==> config.mk <==
export PLATFORM = sky130hd
export DESIGN_NAME = regfile_write_arbiter_flat
export DESIGN_NICKNAME = d
export VERILOG_FILES = /design/src/rtl/regfile_write_arbiter_if.sv /design/src/rtl/regfile_write_arbiter.sv /design/src/flat_wrapper.sv
export SDC_FILE = /design/constraint.sdc
export NUM_CORES = 1
export LEC_CHECK = 0
export ABC_AREA = 1
export CAP_MARGIN = 5
export CORE_MARGIN = 2
export CORE_UTILIZATION = 30
export CTS_BUF_LIST = sky130_fd_sc_hd__clkbuf_2
export DETAILED_ROUTE_END_ITERATION = 8
export GPL_TIMING_DRIVEN = 0
export PLACE_DENSITY_LB_ADDON = 0.25
export SYNTH_ARGS = -nofsm -noshare
export SYNTH_HDL_FRONTEND = slang
export SYNTH_SLANG_ARGS = --single-unit
==> constraint.sdc <==
create_clock -name clk -period 3.08 [get_ports clk]
set_input_delay 0.924 -clock clk [delete_from_list [all_inputs] [get_ports clk]]
set_output_delay 0.924 -clock clk [all_outputs]
set_load 0.05 [all_outputs]
==> src/rtl/regfile_write_arbiter_if.sv <==
// Writeback bus between the requesters and the register-file write arbiter.
// Requesters drive the master side; the arbiter owns the slave side and the write port.
interface regfile_write_arbiter_if #(
  parameter int NREQ = 2,
  parameter int DW   = 32
);
  logic [NREQ-1:0]    req_valid;
  logic [NREQ-1:0]    req_ready;
  logic [NREQ*5-1:0]  req_reg;
  logic [NREQ*DW-1:0] req_data;
  logic [4:0]         wtReg;
  logic [DW-1:0]      wtData;
  logic               regWrite;
  logic               init_done;
  logic               zero_drop;

  modport master (
    output req_valid, req_reg, req_data,
    input  req_ready, wtReg, wtData, regWrite, init_done, zero_drop
  );

  modport slave (
    input  req_valid, req_reg, req_data,
    output req_ready, wtReg, wtData, regWrite, init_done, zero_drop
  );
endinterface

==> src/rtl/regfile_write_arbiter.sv <==
// Round-robin owner of the register file write port; zeroes every register after reset
// and discards writes aimed at $zero.
module regfile_write_arbiter #(
  parameter int NREQ       = 2,
  parameter int DW         = 32,
  parameter int NREGS      = 32,
  parameter int CLR_ON_RST = 1
) (
  input  logic                   clk,
  input  logic                   rst,
  regfile_write_arbiter_if.slave bus
);
  localparam int            PW       = (NREQ > 1) ? $clog2(NREQ) : 1;
  localparam logic [4:0]    LAST_REG = 5'(NREGS - 1);
  localparam logic [PW-1:0] LAST_REQ = PW'(NREQ - 1);

  typedef enum logic {INIT, RUN} state_t;

  state_t          state, nextState;
  logic [4:0]      clrCnt;
  logic [PW-1:0]   rrPtr, winner, nextPtr;
  logic [PW:0]     cand;
  logic            found;
  logic [NREQ-1:0] grant;
  logic [4:0]      selReg;
  logic [DW-1:0]   selData;
  logic [4:0]      wrAddr;
  logic [DW-1:0]   wrData;
  logic            wrEn, doneFlag, dropFlag;

  always_ff @(posedge clk) begin
    if (rst) state <= (CLR_ON_RST != 0) ? INIT : RUN;
    else     state <= nextState;
  end

  // Search starts at rrPtr and wraps, so the last winner drops to lowest priority
  always_comb begin
    nextState = state;
    grant     = '0;
    winner    = '0;
    found     = 1'b0;
    cand      = '0;
    if (state == INIT) begin
      if (clrCnt == LAST_REG) nextState = RUN;
    end else begin
      for (int k = 0; k < NREQ; k++) begin
        cand = {1'b0, rrPtr} + (PW+1)'(k);
        if (cand > {1'b0, LAST_REQ}) cand = cand - (PW+1)'(NREQ);
        if (!found && bus.req_valid[cand[PW-1:0]]) begin
          found  = 1'b1;
          winner = cand[PW-1:0];
        end
      end
      if (found) grant[winner] = 1'b1;
    end
  end

  assign nextPtr = (winner == LAST_REQ) ? '0 : winner + 1'b1;

  always_comb begin
    selReg  = '0;
    selData = '0;
    for (int j = 0; j < NREQ; j++) begin
      if (grant[j]) begin
        selReg  = bus.req_reg[5*j +: 5];
        selData = bus.req_data[DW*j +: DW];
      end
    end
  end

  // Writes to $zero still consume the grant and advance the pointer, but only pulse zero_drop
  always_ff @(posedge clk) begin
    if (rst) begin
      clrCnt   <= '0;
      rrPtr    <= '0;
      wrEn     <= 1'b0;
      wrAddr   <= '0;
      wrData   <= '0;
      dropFlag <= 1'b0;
      doneFlag <= (CLR_ON_RST == 0);
    end else if (state == INIT) begin
      wrEn     <= 1'b1;
      wrAddr   <= clrCnt;
      wrData   <= '0;
      dropFlag <= 1'b0;
      clrCnt   <= clrCnt + 1'b1;
      if (clrCnt == LAST_REG) doneFlag <= 1'b1;
    end else if (found) begin
      wrAddr   <= selReg;
      wrData   <= selData;
      rrPtr    <= nextPtr;
      wrEn     <= (selReg != 5'd0);
      dropFlag <= (selReg == 5'd0);
    end else begin
      wrEn     <= 1'b0;
      dropFlag <= 1'b0;
    end
  end

  assign bus.req_ready = grant;
  assign bus.wtReg     = wrAddr;
  assign bus.wtData    = wrData;
  assign bus.regWrite  = wrEn;
  assign bus.init_done = doneFlag;
  assign bus.zero_drop = dropFlag;
endmodule
==> src/flat_wrapper.sv <==
// flat-port wrapper written by rule: the top's interface ports become plain ports
module regfile_write_arbiter_flat 
#(
  parameter int NREQ       = 2,
  parameter int DW         = 32,
  parameter int NREGS      = 32,
  parameter int CLR_ON_RST = 1
)
  (clk, rst, bus_req_valid, bus_req_reg, bus_req_data, bus_req_ready, bus_wtReg, bus_wtData, bus_regWrite, bus_init_done, bus_zero_drop);
  regfile_write_arbiter_if #(.NREQ(NREQ), .DW(DW)) bus_i ();
  input  logic clk;
  input  logic rst;
  input wire logic [$bits(bus_i.req_valid)-1:0] bus_req_valid;
  input wire logic [$bits(bus_i.req_reg)-1:0] bus_req_reg;
  input wire logic [$bits(bus_i.req_data)-1:0] bus_req_data;
  output wire logic [$bits(bus_i.req_ready)-1:0] bus_req_ready;
  output wire logic [$bits(bus_i.wtReg)-1:0] bus_wtReg;
  output wire logic [$bits(bus_i.wtData)-1:0] bus_wtData;
  output wire logic [$bits(bus_i.regWrite)-1:0] bus_regWrite;
  output wire logic [$bits(bus_i.init_done)-1:0] bus_init_done;
  output wire logic [$bits(bus_i.zero_drop)-1:0] bus_zero_drop;
  assign bus_i.req_valid = bus_req_valid;
  assign bus_i.req_reg = bus_req_reg;
  assign bus_i.req_data = bus_req_data;
  assign bus_req_ready = bus_i.req_ready;
  assign bus_wtReg = bus_i.wtReg;
  assign bus_wtData = bus_i.wtData;
  assign bus_regWrite = bus_i.regWrite;
  assign bus_init_done = bus_i.init_done;
  assign bus_zero_drop = bus_i.zero_drop;
  regfile_write_arbiter #(.NREQ(NREQ), .DW(DW), .NREGS(NREGS), .CLR_ON_RST(CLR_ON_RST)) u_core (.clk(clk), .rst(rst), .bus(bus_i));
endmodule
# --- After elaboration in Yosys (flattened, before gate mapping) ---
# Index checks and enable logic that the tools add are counted.
word_totals:
  reg_bits: 47
  latchBits: 0
  mem_bits_rw: 0
  rom_bits: 0
  in_bits: 78
  output_inout_bits: 42
  wordCells: 64
  memories: 0
op_classes:
  add_sub_neg: 5
  multipliers: 0
  div_mod_pow: 0
  n_lt_le_gt_ge: 6
  eq_ne: 2
  shift: 0
  muxes: 32
  bitwise: 2
  n_reduce_logical: 9
ops:
  columns: ["operator", "count"]
  rows:
  - ["32-bit two-way mux", 2]
  - ["1-bit two-way mux", 23]
  - ["5-bit two-way mux", 4]
  - ["1-bit by 2-bit < comparator with 1-bit output (second input constant)", 3]
  - ["5-bit by 1-bit adder with 5-bit output (second input constant)", 1]
  - ["5-bit equality test (second input constant)", 1]
  - ["5-bit zero test", 1]
  - ["5-bit nonzero test", 1]
  - ["2-bit two-way mux", 2]
  - ["2-bit AND reduction", 2]
  - ["3-bit OR reduction", 1]
  - ["1-bit by 1-bit adder with 2-bit output (second input constant)", 1]
  - ["2-bit by 1-bit greater-than comparator with 1-bit output (second input constant)", 1]
  - ["1-bit logical AND", 2]
  - ["2-bit inequality test (second input constant)", 1]
  - ["1-bit NOT", 2]
  - ["2-bit OR reduction", 1]
  - ["1-bit subtractor (second input constant)", 2]
  - ["1-bit adder (second input constant)", 1]
  - ["1-bit demux with 1-bit select", 1]
  - ["1-bit >= comparator (second input constant)", 1]
  - ["1-bit greater-than comparator (second input constant)", 1]
  - ["1-bit zero test", 1]

# --- Depth between registers and ports, before layout ---
# Gate-level depths: netlist (run 1).
depth:
  depth_word: 22
  ltp_mapped: 10
  ltp_nobuf: 10

# --- Worst setup path after synthesis (run 1) ---
# OpenSTA, ideal clock, no wires.
synth_path:
  kind: "input port to output port"
  start: "input bus_req_valid[0]"
  end: "output bus_req_ready[1]"
  arrival_ns: 1.564
  required_time_ns: 2.156
  path_slack_ns: 0.592
  path_stages: 4
  path_buffers: 1
  cell_sequence: "nand2_2 -> nand2_2 -> nor2_4 -> buf_2"
synth_via:
  elab_chain_len: 14
  elab_cells_between_ends: 20
  classes_between: "2 x order compare; 15 x mux; 3 x reduce/logical"
synth_rtl:
  columns: ["item", "line_no", "source"]
  rows:
  - ["from (decl)", "flat_wrapper.sv:13", "input wire logic [$bits(bus_i.req_valid)-1:0] bus_req_valid;"]
  - ["1-bit two-way mux (implied by the code) (2 in a row)", "regfile_write_arbiter.sv:49", "if (!found && bus.req_valid[cand[PW-1:0]]) begin"]
  - ["1-bit two-way mux", "regfile_write_arbiter.sv:49", null]
  - ["1-bit two-way mux", "regfile_write_arbiter.sv:43", "if (state == INIT) begin"]
  - ["1-bit zero test", "regfile_write_arbiter.sv:49", null]
  - ["1-bit logical AND", "regfile_write_arbiter.sv:49", null]
  - ["1-bit two-way mux", "regfile_write_arbiter.sv:49", null]
  - ["1-bit two-way mux", "regfile_write_arbiter.sv:43", null]
  - ["1-bit by 2-bit < comparator with 1-bit output (implied by the code) or 1-bit >= comparator (tied branches)", "regfile_write_arbiter.sv:54", "if (found) grant[winner] = 1'b1;"]
  - ["1-bit logical AND (implied by the code)", "regfile_write_arbiter.sv:54", null]
  - ["1-bit two-way mux (implied by the code)", "regfile_write_arbiter.sv:54", null]
  - ["1-bit demux with 1-bit select", null, null]
  - ["2-bit two-way mux (*)", "regfile_write_arbiter.sv:54", null]
  - ["2-bit two-way mux (*)", "regfile_write_arbiter.sv:43", null]
  - ["to (decl)", "flat_wrapper.sv:16", "output wire logic [$bits(bus_i.req_ready)-1:0] bus_req_ready;"]
# Mark *: on every way between the ends. The rest lies on a longest branch, timed or not. The select of a mux whose other input is x is not followed.

# --- Final worst setup path (run 1) ---
# Ends and elaborated chain as after synthesis.

==> results.md, run 1 <==
GRT:
- The number of global-route vias before repair was 2160.
- The total overflow left after global routing is 0.
- The largest net degree at the start of global routing is 14.
- The initial antenna violation count was 0.
- The global-route total usage across every layer is 0.1670.
- The wire length of the first global-routing pass is 10.09 mm.

STA:
- The final hold violation count came to 0.
- Setup slack closes at ~45 ps.
- For the final routed database, the setup TNS stands at 0 ps.
- The worst slew slack as a fraction of its limit is 0.6494.
- The final worst hold slack is between 400 and 500 ps.
- For this run, the top clock speed supported by timing is 329.5 MHz.
- The smallest clock period supported by the final layout is computed as 3035 ps.
- The final-report max-slew violation count is 0.
- Setup violations remaining at the end of the flow were counted as 0.
- The final critical-path share of the clock period is 0.9852.
- The clock skew after layout is around 15 ps.
- The measured slew at the worst slew-check pin is roughly 520 ps.
- Setup repair after global routing left no endpoint under its margin.

Worst setup path:
- The cell that appears most often on the critical path is sky130_fd_sc_hd__nand2_2.
- The worst register-to-register path has a depth of 8.
- The longest individual stage delay on the worst path is 450 ps.
- The nature of the critical path endpoint is an output port.
- For the worst setup path, the data required time is 2160 ps.
- The endpoint identified for the worst register-to-register timing path is u_core.bus.wtData[9]$_SDFFE_PP0P_.
- The cell class contributing the biggest share of worst-path delay is buffers and inverters.
- The arrival time at the worst endpoint is 2110 ps.
- Tracing the worst setup path back leads to its startpoint at bus_req_valid[0].
- The worst register-to-register path has a setup slack of roughly 1500 ps.
- The buffer and inverter count on the worst path is 3.
- Of all nets on the critical path, the largest fanout is 10.
- The critical path goes through clkdlybuf4s50_1, nand2_2, nand2_2, nor2_4, buf_6, buf_4.
- The element type at the critical path start is an input port.
- The startpoint identified for the worst register-to-register timing path is u_core.rrPtr$_SDFFE_PP0P_.
- The cell type of the slowest stage on the worst timing path is sky130_fd_sc_hd__clkdlybuf4s50_1.
- The critical path in this run is classified as in -> out.

Cells and area:
- The final core utilization is 0.5093.
- The layout filler cell count is approximately 700.
- Compared with the post-synthesis result, the final layout area differs by 65.96%.
- The post-route standard cell area excluding fillers is 0.003422 mm^2.
- After the flow finishes, the layout carries non-filler instances totaling 489.
- In the final design database the tool counted 489 nets.
- The share of layout cells above drive strength 1 is 0.08802.
- The repair_antennas step left the layout with diodes totalling 0.

Routing:
- After detailed routing, the number of remaining DRC violations is 0.
- The average vias per placed instance is about 4.7.
- The count of routing violations after the opening detailed-route iteration is 58.
- The routed wirelength normalized by instance count is 13.08 um.
- Wires add up to 6.396 mm.
- In this run the remaining antenna-violating nets after routing total 0.
- The number of iterations in the first detailed-routing pass is 4.
- Detailed routing inserted a total of 2311 vias.

Synthesis:
- The mapped netlist covers 0.002062 mm^2.
- The mux cell area share after synthesis is 0.
- The post-synthesis share of cell area spent on xor and xnor gates is 0.
- The mean cell area of the mapped netlist is 7.286 um^2.
- The complex-gate fraction of the synthesized area is 0.2087.
- For this run, the leading register cell type out of synthesis is sky130_fd_sc_hd__dfxtp_1.
- The area share of fa/ha/maj cells after synthesis is 0.01214.
- The number of distinct library cells after synthesis is 24.
- The number of nets in the synthesized netlist is 363.
- The post-synthesis share of cell area spent on and, or, nand and nor gates is 0.2488.
- Yosys printed 0 warnings.
- Synthesis inferred 47 register bits.
- After technology mapping, the gate count stands at 283.
- The number of flops mapped to enable cells by yosys is 0.
- Counting flops with an async set or reset pin after synthesis yields a share of 0.
- For this run, the register share of the synthesized area comes to 0.4563.
- After synthesis, the largest family of logic cells by area is simple AND/OR/NAND/NOR gates.

Power:
- The internal power is about 850 uW.
- The power density relative to cell area is 323.6 mW/mm^2.
- Of the total power, the share spent switching nets is 0.2287.
- The part of the power in combinational logic is 0.143.
- The total power is 1.107 mW.
- The static leakage power is 1.338 nW.
- The clock network fraction of design power is 0.297.
- IR analysis of the VDD net gives a maximum drop of 148.9 uV.
- The part of the total power dissipated in sequential elements is 0.560.
- The switching power summed over all nets is 253.2 uW.

Placed design:
- After detailed placement, the design holds a cell count of about 480.
- The final RePlAce weighted congestion is 0.8181.
- Summing all placed instances gives a cell area of around 0.0033 mm^2.
- At the placement stage, the worst setup path has a slack of -828.5 ps.
- The number of buffer cells added on primary ports is roughly 120.
- The half-perimeter wire length after detailed placement is 4.700 mm.

Clock tree:
- TritonCTS built the clock tree.
- Buffers inserted to repair hold after CTS numbered 0.
- Clock tree synthesis inserted a total of 5 buffers.
- The clock net in this run drives a total of 47 sinks.
- The worst-case clock buffer depth is 2.
- The insertion delay of the later-clocked pin in the worst-skew pair is 400 ps.
- The H-tree was split into 2 levels.
- The root buffer selected by CTS is sky130_fd_sc_hd__clkbuf_2.
- After clock tree synthesis, the clock-pin slew on the worst setup and hold paths is 220 ps.

Die:
- The floorplan step set the die width to 86.91 um.
- The placeable core region is 0.006719 mm^2.
- The die covers 0.007552 mm^2.
- The I/O pin count is 120.
- The vertical extent of the die is 86.91 um.
- The site row count is 30.
- For this configuration, the core starts out at a cell density of 0.3069.

Hold path:
- The worst hold path begins at u_core.bus.wtReg[0]$_SDFFE_PP0P_.
- The path category of the worst min-delay check is reg -> reg.
- The worst hold path terminates at u_core.bus.wtReg[0]$_SDFFE_PP0P_.
- The number of stages on the worst hold path is 2.

Run:
- Max-cap violations in this run came to 0.

Run status:
- The run finished with clean final reports.
-- worst max-delay path by stage --
stage | depth (start not counted) | slack, ps | end
2_1_floorplan | 4 | 590 | bus_req_ready[1]
3_3_place_gp | 5 | -850 | bus_req_ready[1]
3_5_place_dp | 5 | -830 | bus_req_ready[1]
4_1_cts | 6 | 10 | bus_req_ready[0]
5_1_grt | 6 | 2 | bus_req_ready[1]
6_report | 6 | 50 | bus_req_ready[1]
-- cell usage after synthesis (5+ instances only) --
cell type / count / share of area
sky130_fd_sc_hd__nand2_1: 84 / 0.15
sky130_fd_sc_hd__dfxtp_1: 47 / 0.46
sky130_fd_sc_hd__a21oi_1: 27 / 0.066
sky130_fd_sc_hd__o21ai_0: 24 / 0.058
sky130_fd_sc_hd__a31oi_1: 20 / 0.061
sky130_fd_sc_hd__nor2_1: 13 / 0.024
sky130_fd_sc_hd__inv_1: 12 / 0.022
sky130_fd_sc_hd__buf_2: 11 / 0.027
sky130_fd_sc_hd__nand3_1: 10 / 0.024
sky130_fd_sc_hd__clkbuf_1: 5 / 0.0091
-- kinds of logic (layout without fill, tap and decap cells) --
kind of cell	count (synthesis)	count (layout)
buf+inv	34	160
compound gates	78	78
flops	47	47
fa+ha+maj	2	2
simple gates	122	122
-- worst min-delay path: stages, from the launching register on --
cell and delay (ps):
sky130_fd_sc_hd__dfxtp_1 360, sky130_fd_sc_hd__nand2_1 60, sky130_fd_sc_hd__a21oi_1 50
-- repair_timing --
| item | in CTS | in global routing |
|---|---|---|
| pin swaps | 1 | 0 |
| setup endpoints to repair | 2 | 1 |
| hold endpoints to repair | 0 | 0 |
| setup buffers | 1 | 0 |
| resized for setup | 16 | 2 |
-- cell type report --
type / count / area, um^2 / area share
plain buffers: 19 / 102.6 / 0.02998
repair buffers: 119 / 1186 / 0.3466
multi-input cells: 202 / 975.9 / 0.2852
clock buffers: 6 / 30.03 / 0.008775
flip-flops and latches: 47 / 940.9 / 0.2750
well taps: 80 / 100.1 / 0.02925
inverters: 15 / 56.30 / 0.01645
clock inverters: 1 / 30.03 / 0.008775
-- power groups by stage --
stage	combinational, mW	clock (mW)	sequential, mW
final	0.158	0.329	0.620
after global routing	0.170	0.365	0.622
after CTS	0.160	0.346	0.621
after detailed placement	0.158	0	0.632
after global placement	0.158	0	0.632
after floorplan	0.0344	0	0.641
-- layout by cell type, fill, tap and decap left out, drive strengths merged --
master	n
nor2	16
a31oi	20
a211oi	1
nand3	10
inv	15
nand2	86
nand4	4
bufinv	1
nor3	5
dfxtp	47
ha	2
dlygate4sd2	1
buf	17
clkdlybuf4s50	115
nor3b	1
a21oi	28
clkbuf	11
o21ai	28
a41oi	1
-- sequential cells by signal (all words and copies together) (netlist names) --
name                  count
u_core.bus.init_done      1
u_core.bus.regWrite       1
u_core.bus.wtData        32
u_core.bus.wtReg          5
u_core.bus.zero_drop      1
u_core.clrCnt             5
u_core.rrPtr              1
u_core.state              1
-- per-layer routing --
layer | vias to the layer above | wire [um] | GRT usage
li1 | 1196 | - | -
met1 | 1022 | 2891 | 0.2081
met2 | 88 | 2828 | 0.2672
met3 | 5 | 627 | 0.07393
met4 | 0 | 48 | 0.03551
met5 | - | 0 | 0
(Power assumes the default switching activity.)
==> run 2: changes to the inputs <==
CAP_MARGIN = 20   (was 5)
CORE_UTILIZATION = 42   (was 30)
clock period = 3.8 ns   (was 3.08 ns; I/O delays follow)
==> results.md, run 2 (synthesized netlist as in run 1, its figures left out) <==
GRT:
- The number of global-route vias before repair was 2244 (+3.9%).
- The largest net degree at the start of global routing was 14 (unchanged).
- The initial antenna violation count was 0 (unchanged).
- The wire length of the first global-routing pass is 9.798 mm (-2.9%).
- The total congestion overflow was 0 (unchanged).
- The global-route total usage across every layer is 0.2286 (+0.06156).

Routing:
- The total DRC errors in the routed layout is 0 (unchanged).
- The total wirelength of the detailed-routed design is 6.146 mm (-3.9%).
- The detailed-route via count is 2358 (+2.0%).
- The routed wirelength normalized by instance count is 12.91 um (-1.3%).
- The average vias per placed instance is 4.954 (+4.8%).
- The count of routing violations after the opening detailed-route iteration is 177 (+210%).
- The number of iterations in the first detailed-routing pass was 4 (unchanged).
- The final antenna-violating net count came to 0 (unchanged).

Worst setup path:
- The arrival time at the worst endpoint came to 2540 ps (+430 ps).
- The maximum fanout encountered on the critical timing path was 6 (-4).
- The reg-to-reg startpoint is u_core.rrPtr$_SDFFE_PP0P_.
- The worst-case register-to-register setup slack came to 2330 ps (+790 ps).
- The endpoint required time on the critical path is 2660 ps (+500 ps).
- The classification of the worst setup path is in -> out.
- The cell count of the worst reg-to-reg path came to 7 (-1).
- The element type at the critical path start is an input port.
- STA classifies the critical path endpoint as an output port.
- The reg-to-reg critical path endpoint is u_core.bus.wtData[20]$_SDFFE_PP0P_.

Run:
- The total of max-cap violations is 0 (unchanged).

STA:
- For this run, the top clock speed supported by timing is around 270 MHz.
- The worst-case setup margin in the final layout is 120.0 ps (+74.48 ps).
- The clock skew after layout is 27.41 ps (+12.24 ps).
- Dividing the final minimum period by the clock period gives 0.9684.
- The worst slew slack as a fraction of its limit is 0.6361 (-0.01331).
- The measured slew at the worst slew-check pin is 544.2 ps (+19.91 ps).
- The worst path needs 3680 ps of the cycle, external delays included.
- The final hold violation count is 0 (unchanged).
- Setup repair after global routing left no endpoint under its margin.
- The final-report max-slew violation count is 0 (unchanged).
- The total setup violations reported at the end of the flow is 0 (unchanged).

Cells and area:
- The layout filler cell count came to 395 (-43%).
- The multi-input gate area in the final layout is 975.9 um^2 (unchanged).
- The most common cell after layout, fill and taps aside is sky130_fd_sc_hd__clkdlybuf4s50_1.
- The number of non-filler instances in the completed layout was 476 (-2.7%).
- The share of layout cells above drive strength 1 was 0.08068 (-0.007335).
- The number of flip-flops in the largest register was 32 (unchanged).
- Compared with the post-synthesis result, the final layout area differs by 63.59%.
- The final layout net count is 488 (-0.20%).
- The count of inserted antenna diode cells is 0 (unchanged).
- The footprint of the flip-flops and latches is 940.9 um^2 (unchanged).
- The top cell types in the final layout, fill and taps aside, are 115 x sky130_fd_sc_hd__clkdlybuf4s50_1, 84 x sky130_fd_sc_hd__nand2_1, 47 x sky130_fd_sc_hd__dfxtp_1.

Power:
- The static leakage power was 1.328 nW (-0.71%).
- The power density relative to cell area was 246.5 mW/mm^2 (-24%).
- The peak supply drop is 157.1 uV (+5.5%).

Clock tree:
- The setup fix buffers added after clock tree synthesis is 0 (-1).
- The clock net sink count is 47 (unchanged).
- The clock transition at the registers of the reported paths is 220 ps (about the same).
- The insertion delay of the later-clocked pin in the worst-skew pair is 430 ps (+30 ps).
- The number of buffers inserted during clock tree synthesis is 5 (unchanged).
- The CTS tree is yes.
- The number of levels in the clock H-tree was 2 (unchanged).
- The worst-case clock buffer depth is 2 (unchanged).
- The root buffer selected by CTS is sky130_fd_sc_hd__clkbuf_2.

Placed design:
- The number of buffer cells added on primary ports came to 118 (unchanged).
- The final RePlAce weighted congestion is 0.8574 (+4.8%).
- The post-placement setup slack is -580.8 ps (+247.7 ps).
- The cell count after placement is 468 (-2.7%).
- The half-perimeter wire length after detailed placement is 4.566 mm (-2.9%).

Die:
- The I/O pin count is 120 (unchanged).
- The die width came to 74.07 um (-15%).
- The initial standard-cell utilization of the core came to 0.4366 (+0.1297).
- The site row count is 25 (-17%).
- The area enclosed by the die boundary is 0.005486 mm^2 (-27%).
- The vertical extent of the die is 74.07 um (-15%).
- The placeable core region was 0.004723 mm^2 (-30%).

Hold path:
- The startpoint of the most critical hold path is u_core.bus.wtReg[4]$_SDFFE_PP0P_.
- The path with the worst hold slack has its endpoint at u_core.bus.wtReg[4]$_SDFFE_PP0P_.
- The number of stages on the worst hold path was 2 (unchanged).
- The path category of the worst min-delay check is reg -> reg.

Run status:
- The flow ran to the end, and the final reports show no timing, DRC or antenna violations.
-- run 2: how the worst max path moves through the flow --
stage,startpoint,endpoint,slack [ps],cells after the start
3_3_place_gp,bus_req_valid[1],bus_req_ready[1],-560,5
4_1_cts,bus_req_valid[1],bus_req_ready[0],-30,5
2_1_floorplan,bus_req_valid[0],bus_req_ready[1],880,4
3_5_place_dp,bus_req_valid[1],bus_req_ready[1],-580,5
6_report,bus_req_valid[0],bus_req_ready[0],120,6
5_1_grt,bus_req_valid[0],bus_req_ready[1],4,6
-- run 2: final cells by class --
type | count | share of cell area
Sequential cell | 47 | 0.2789
Timing Repair Buffer | 118 | 0.3505
Inverter | 15 | 0.01669
Clock inverter | 2 | 0.002226
Clock buffer | 6 | 0.008902
Multi-Input combinational cell | 202 | 0.2893
Buffer | 19 | 0.02856
Tap cell | 67 | 0.02485
-- run 2: per-stage QoR --
step | setup TNS, ps | hold slack (ps) | power [mW] | instance area, um^2 | utilization
CTS | -33.99 | 480.9 | 0.8334 | 3363 | 0.7121
detailed placement | -1055 | 456.3 | 0.6385 | 3327 | 0.7044
finish | 0 | 478.3 | 0.8314 | 3373 | 0.7142
global route | 0 | 497.9 | 0.8636 | 3373 | 0.7142
floorplan | 0 | 461.3 | 0.5475 | 2062 | -
global placement | -1023 | 448.6 | 0.6371 | 3327 | 0.7044
-- run 2: power breakdown --
group	switching, mW	internal (mW)
registers	0.00346	0.499
clock network	0.157	0.0442
logic	0.0456	0.0822
total	0.206	0.626
-- run 2: layer usage --
layer	routed length, um	vias up	global-route usage
li1	-	1197	-
met1	2603	1037	0.2695
met2	2716	112	0.3750
met3	703	12	0.09214
met4	123	0	0.08485
met5	0	-	0
-- run 2: what timing repair did --
| item | CTS | global route |
|---|---|---|
| hold buffers | 0 | 0 |
| gates resized for setup | 9 | 2 |
| setup endpoints to repair | 2 | 2 |
-- run 2: critical path, cell delays in order --
cell	delay, ps
sky130_fd_sc_hd__clkdlybuf4s50_1	510
sky130_fd_sc_hd__inv_1	90
sky130_fd_sc_hd__a21oi_4	200
sky130_fd_sc_hd__nand2_1	70
sky130_fd_sc_hd__inv_1	130
sky130_fd_sc_hd__clkdlybuf4s15_2	390
==> run 3: changes to the inputs <==
CORE_UTILIZATION = 49   (was 42)
CTS_CLUSTER_SIZE = 25   (was default)
DONT_BUFFER_PORTS = 1   (was default)
SLEW_MARGIN = 30   (was default)
==> results.md, run 3 (synthesized netlist as in run 1, its figures left out) <==
Clock tree:
- TritonCTS built the clock tree.
- The root buffer selected by CTS is sky130_fd_sc_hd__clkbuf_2.
- The number of buffers inserted during clock tree synthesis is 5 (unchanged).
- The number of levels in the clock H-tree is 2 (unchanged).
- The clock transition at the registers of the reported paths came to 210 ps (about the same).
- The worst-case clock buffer depth is 2 (unchanged).
- The clock net sink count is 47 (unchanged).
- The setup fix buffers added after clock tree synthesis is 0 (unchanged).
- The insertion delay of the later-clocked pin in the worst-skew pair is 420 ps (about the same).
- The count of cells resized by post-cts repair came to 0 (-9).
- The hold buffer count at CTS came to 0 (unchanged).

Die:
- The placeable core region came to 0.004029 mm^2 (-15%).
- The site row count came to 23 (-8.0%).
- The initial standard-cell utilization of the core is 0.5118 (+0.07524).
- The I/O pin count is 120 (unchanged).
- The die width is 68.87 um (-7.0%).
- The vertical extent of the die is 68.87 um (-7.0%).
- The area enclosed by the die boundary came to 0.004743 mm^2 (-14%).

Worst setup path:
- The cell type of the slowest stage on the worst timing path is sky130_fd_sc_hd__buf_2.
- The critical path is of the in -> out type.
- The longest individual stage delay on the worst path came to 420 ps (-90 ps).
- The arrival time at the worst endpoint is 1940 ps (-600 ps).
- The buffer and inverter count on the worst path is 1 (-3).
- In this design, the largest share of critical-path delay is due to buffers and inverters.
- The nature of the critical path endpoint is an output port.
- STA classifies the critical path startpoint as an input port.
- The cell repeated most along the worst path is sky130_fd_sc_hd__nand2_2.
- The endpoint required time on the critical path is 2660 ps (about the same).
- The maximum fanout encountered on the critical timing path was 10 (+4).
- Walking the worst path, the cells encountered are nand2_2, nand2_2, nor2_4, buf_2.

Routing:
- The total wirelength of the detailed-routed design is 5.174 mm (-16%).
- The routed wirelength normalized by instance count is 15.17 um (+18%).
- The count of routing violations after the opening detailed-route iteration came to 65 (-63%).
- The average vias per placed instance was 5.657 (+14%).
- The final antenna-violating net count is 0 (unchanged).
- The number of iterations in the first detailed-routing pass is 4 (unchanged).
- The detailed-route via count is 1929 (-18%).
- The total DRC errors in the routed layout came to 0 (unchanged).

Cells and area:
- The final layout net count is 370 (-24%).
- In the layout the commonest cells are 84 x sky130_fd_sc_hd__nand2_1, 47 x sky130_fd_sc_hd__dfxtp_1, 27 x sky130_fd_sc_hd__a21oi_1.
- The count of inserted antenna diode cells is 0 (unchanged).
- The number of flip-flops in the largest register is 32 (unchanged).
- The share of layout cells above drive strength 1 was 0.1065 (+0.02584).
- The signed area change from the synthesized netlist to the final layout is 4.854%.
- The most common cell after layout, fill and taps aside is sky130_fd_sc_hd__nand2_1.

GRT:
- The wire length of the first global-routing pass is 7.631 mm (-22%).
- The initial antenna violation count is 0 (unchanged).
- The number of global-route vias before repair is 1709 (-24%).
- The global-route total usage across every layer was 0.2189 (-0.009635).
- The total congestion overflow is 0 (unchanged).
- The largest net degree at the start of global routing is 14 (unchanged).

Placed design:
- The half-perimeter wire length after detailed placement was 3.798 mm (-17%).
- The number of buffer cells added on primary ports is 0 (-100%).
- The post-placement setup slack was 717.7 ps (+1299 ps).
- The final RePlAce weighted congestion was 0.8066 (-5.9%).

STA:
- The final worst hold slack is 505.7 ps (+27.38 ps).
- The clock skew after layout is 4.151 ps (-23.26 ps).
- The final hold violation count is 0 (unchanged).
- The post-route minimum period came to 3076 ps (-603.6 ps).
- The worst slew slack as a fraction of its limit was 0.6433 (+0.007202).
- The post-route setup TNS is 0 ps (unchanged).
- The final-report max-slew violation count is 0 (unchanged).
- The total setup violations reported at the end of the flow is 0 (unchanged).
- Setup repair after global routing left no endpoint under its margin.
- The final critical-path share of the clock period came to 0.8096 (-0.1588).
- The worst-case setup margin in the final layout is 723.6 ps (+603.6 ps).
- The measured slew at the worst slew-check pin is 534.4 ps (-9.828 ps).
- The top achievable clock speed came to 325.1 MHz (+20%).

Power:
- The internal power is 554.8 uW (-11%).
- The proportion of total power due to net switching came to 0.2562 (+0.008847).
- The power density relative to cell area was 345.0 mW/mm^2 (+40%).
- The clock network fraction of design power was 0.267 (+0.025).
- The part of the total power dissipated in sequential elements was 0.685 (+0.080).
- The part of the power in combinational logic is 0.048 (-0.106).
- The switching power summed over all nets was 191.1 uW (-7.1%).
- The static leakage power came to 0.8746 nW (-34%).
- The peak supply drop is 207.2 uV (+32%).

Run status:
- The run finished with clean final reports.

Hold path:
- The path category of the worst min-delay check is reg -> reg.

Run:
- The total of max-cap violations is 0 (unchanged).
## run 3: changes by cell type in the layout (fill, tap and decap cells not counted), sizes merged
cell / before / now
buf: 15 / 14
clkdlybuf4s15: 1 / 0
clkdlybuf4s50: 115 / 0
dlymetal6s2s: 1 / 0
## run 3: final timing paths
| kind | startpoint | endpoint | slack (ps) | depth (start not counted) |
|---|---|---|---|---|
| min reg2reg | u_core.clrCnt[1]$_SDFFE_PP0N_ | u_core.clrCnt[1]$_SDFFE_PP0N_ | 510 | 2 |
| max reg2reg | u_core.rrPtr$_SDFFE_PP0P_ | u_core.bus.wtData[21]$_SDFFE_PP0P_ | 2220 | 7 |
| min | u_core.clrCnt[1]$_SDFFE_PP0N_ | u_core.clrCnt[1]$_SDFFE_PP0N_ | 510 | 2 |
| max | bus_req_valid[0] | bus_req_ready[1] | 720 | 4 |
## run 3: layout make-up
cell class / instances / area, um^2
Buffer: 19 / 96.34
Clock buffer: 6 / 30.03
Clock inverter: 2 / 7.507
Fill cell: 425 / 1867
Inverter: 15 / 56.30
Multi-Input combinational cell: 202 / 968.4
Sequential cell: 47 / 940.9
Tap cell: 50 / 62.56
## run 3: layer usage
layer / vias to the layer above / part of all wire / track usage
met4: 0 / 0.022 / 0.1078
met2: 95 / 0.45 / 0.3522
met3: 10 / 0.099 / 0.06169
li1: 963 / - / -
met1: 861 / 0.43 / 0.2681
met5: - / 0 / 0
## run 3: per-stage QoR
step / utilization / instances / total power [mW] / instance area, um^2
3_5_place_dp: 0.5273 / 333 / 0.5560 / 2125
3_3_place_gp: 0.5273 / 333 / 0.5555 / 2125
5_1_grt: 0.5366 / 341 / 0.7751 / 2162
2_1_floorplan: - / 283 / 0.5475 / 2062
4_1_cts: 0.5366 / 341 / 0.7494 / 2162
6_report: 0.5366 / 341 / 0.7460 / 2162
## run 3: power by group through the flow
stage | registers [mW] | logic [mW] | clock network (mW)
after floorplan | 0.520 | 0.0279 | 0
after global placement | 0.520 | 0.0352 | 0
after detailed placement | 0.520 | 0.0356 | 0
after CTS | 0.511 | 0.0359 | 0.203
after global routing | 0.512 | 0.0400 | 0.223
final | 0.511 | 0.0358 | 0.199
## run 3: worst register-to-register path, cell delays in order (launching register included)
cell,delay (ps)
sky130_fd_sc_hd__dfxtp_1,390
sky130_fd_sc_hd__inv_1,70
sky130_fd_sc_hd__nand2_2,120
sky130_fd_sc_hd__nand2_2,90
sky130_fd_sc_hd__nor2_4,180
sky130_fd_sc_hd__buf_2,420
sky130_fd_sc_hd__nand2_1,100
sky130_fd_sc_hd__a31oi_1,160
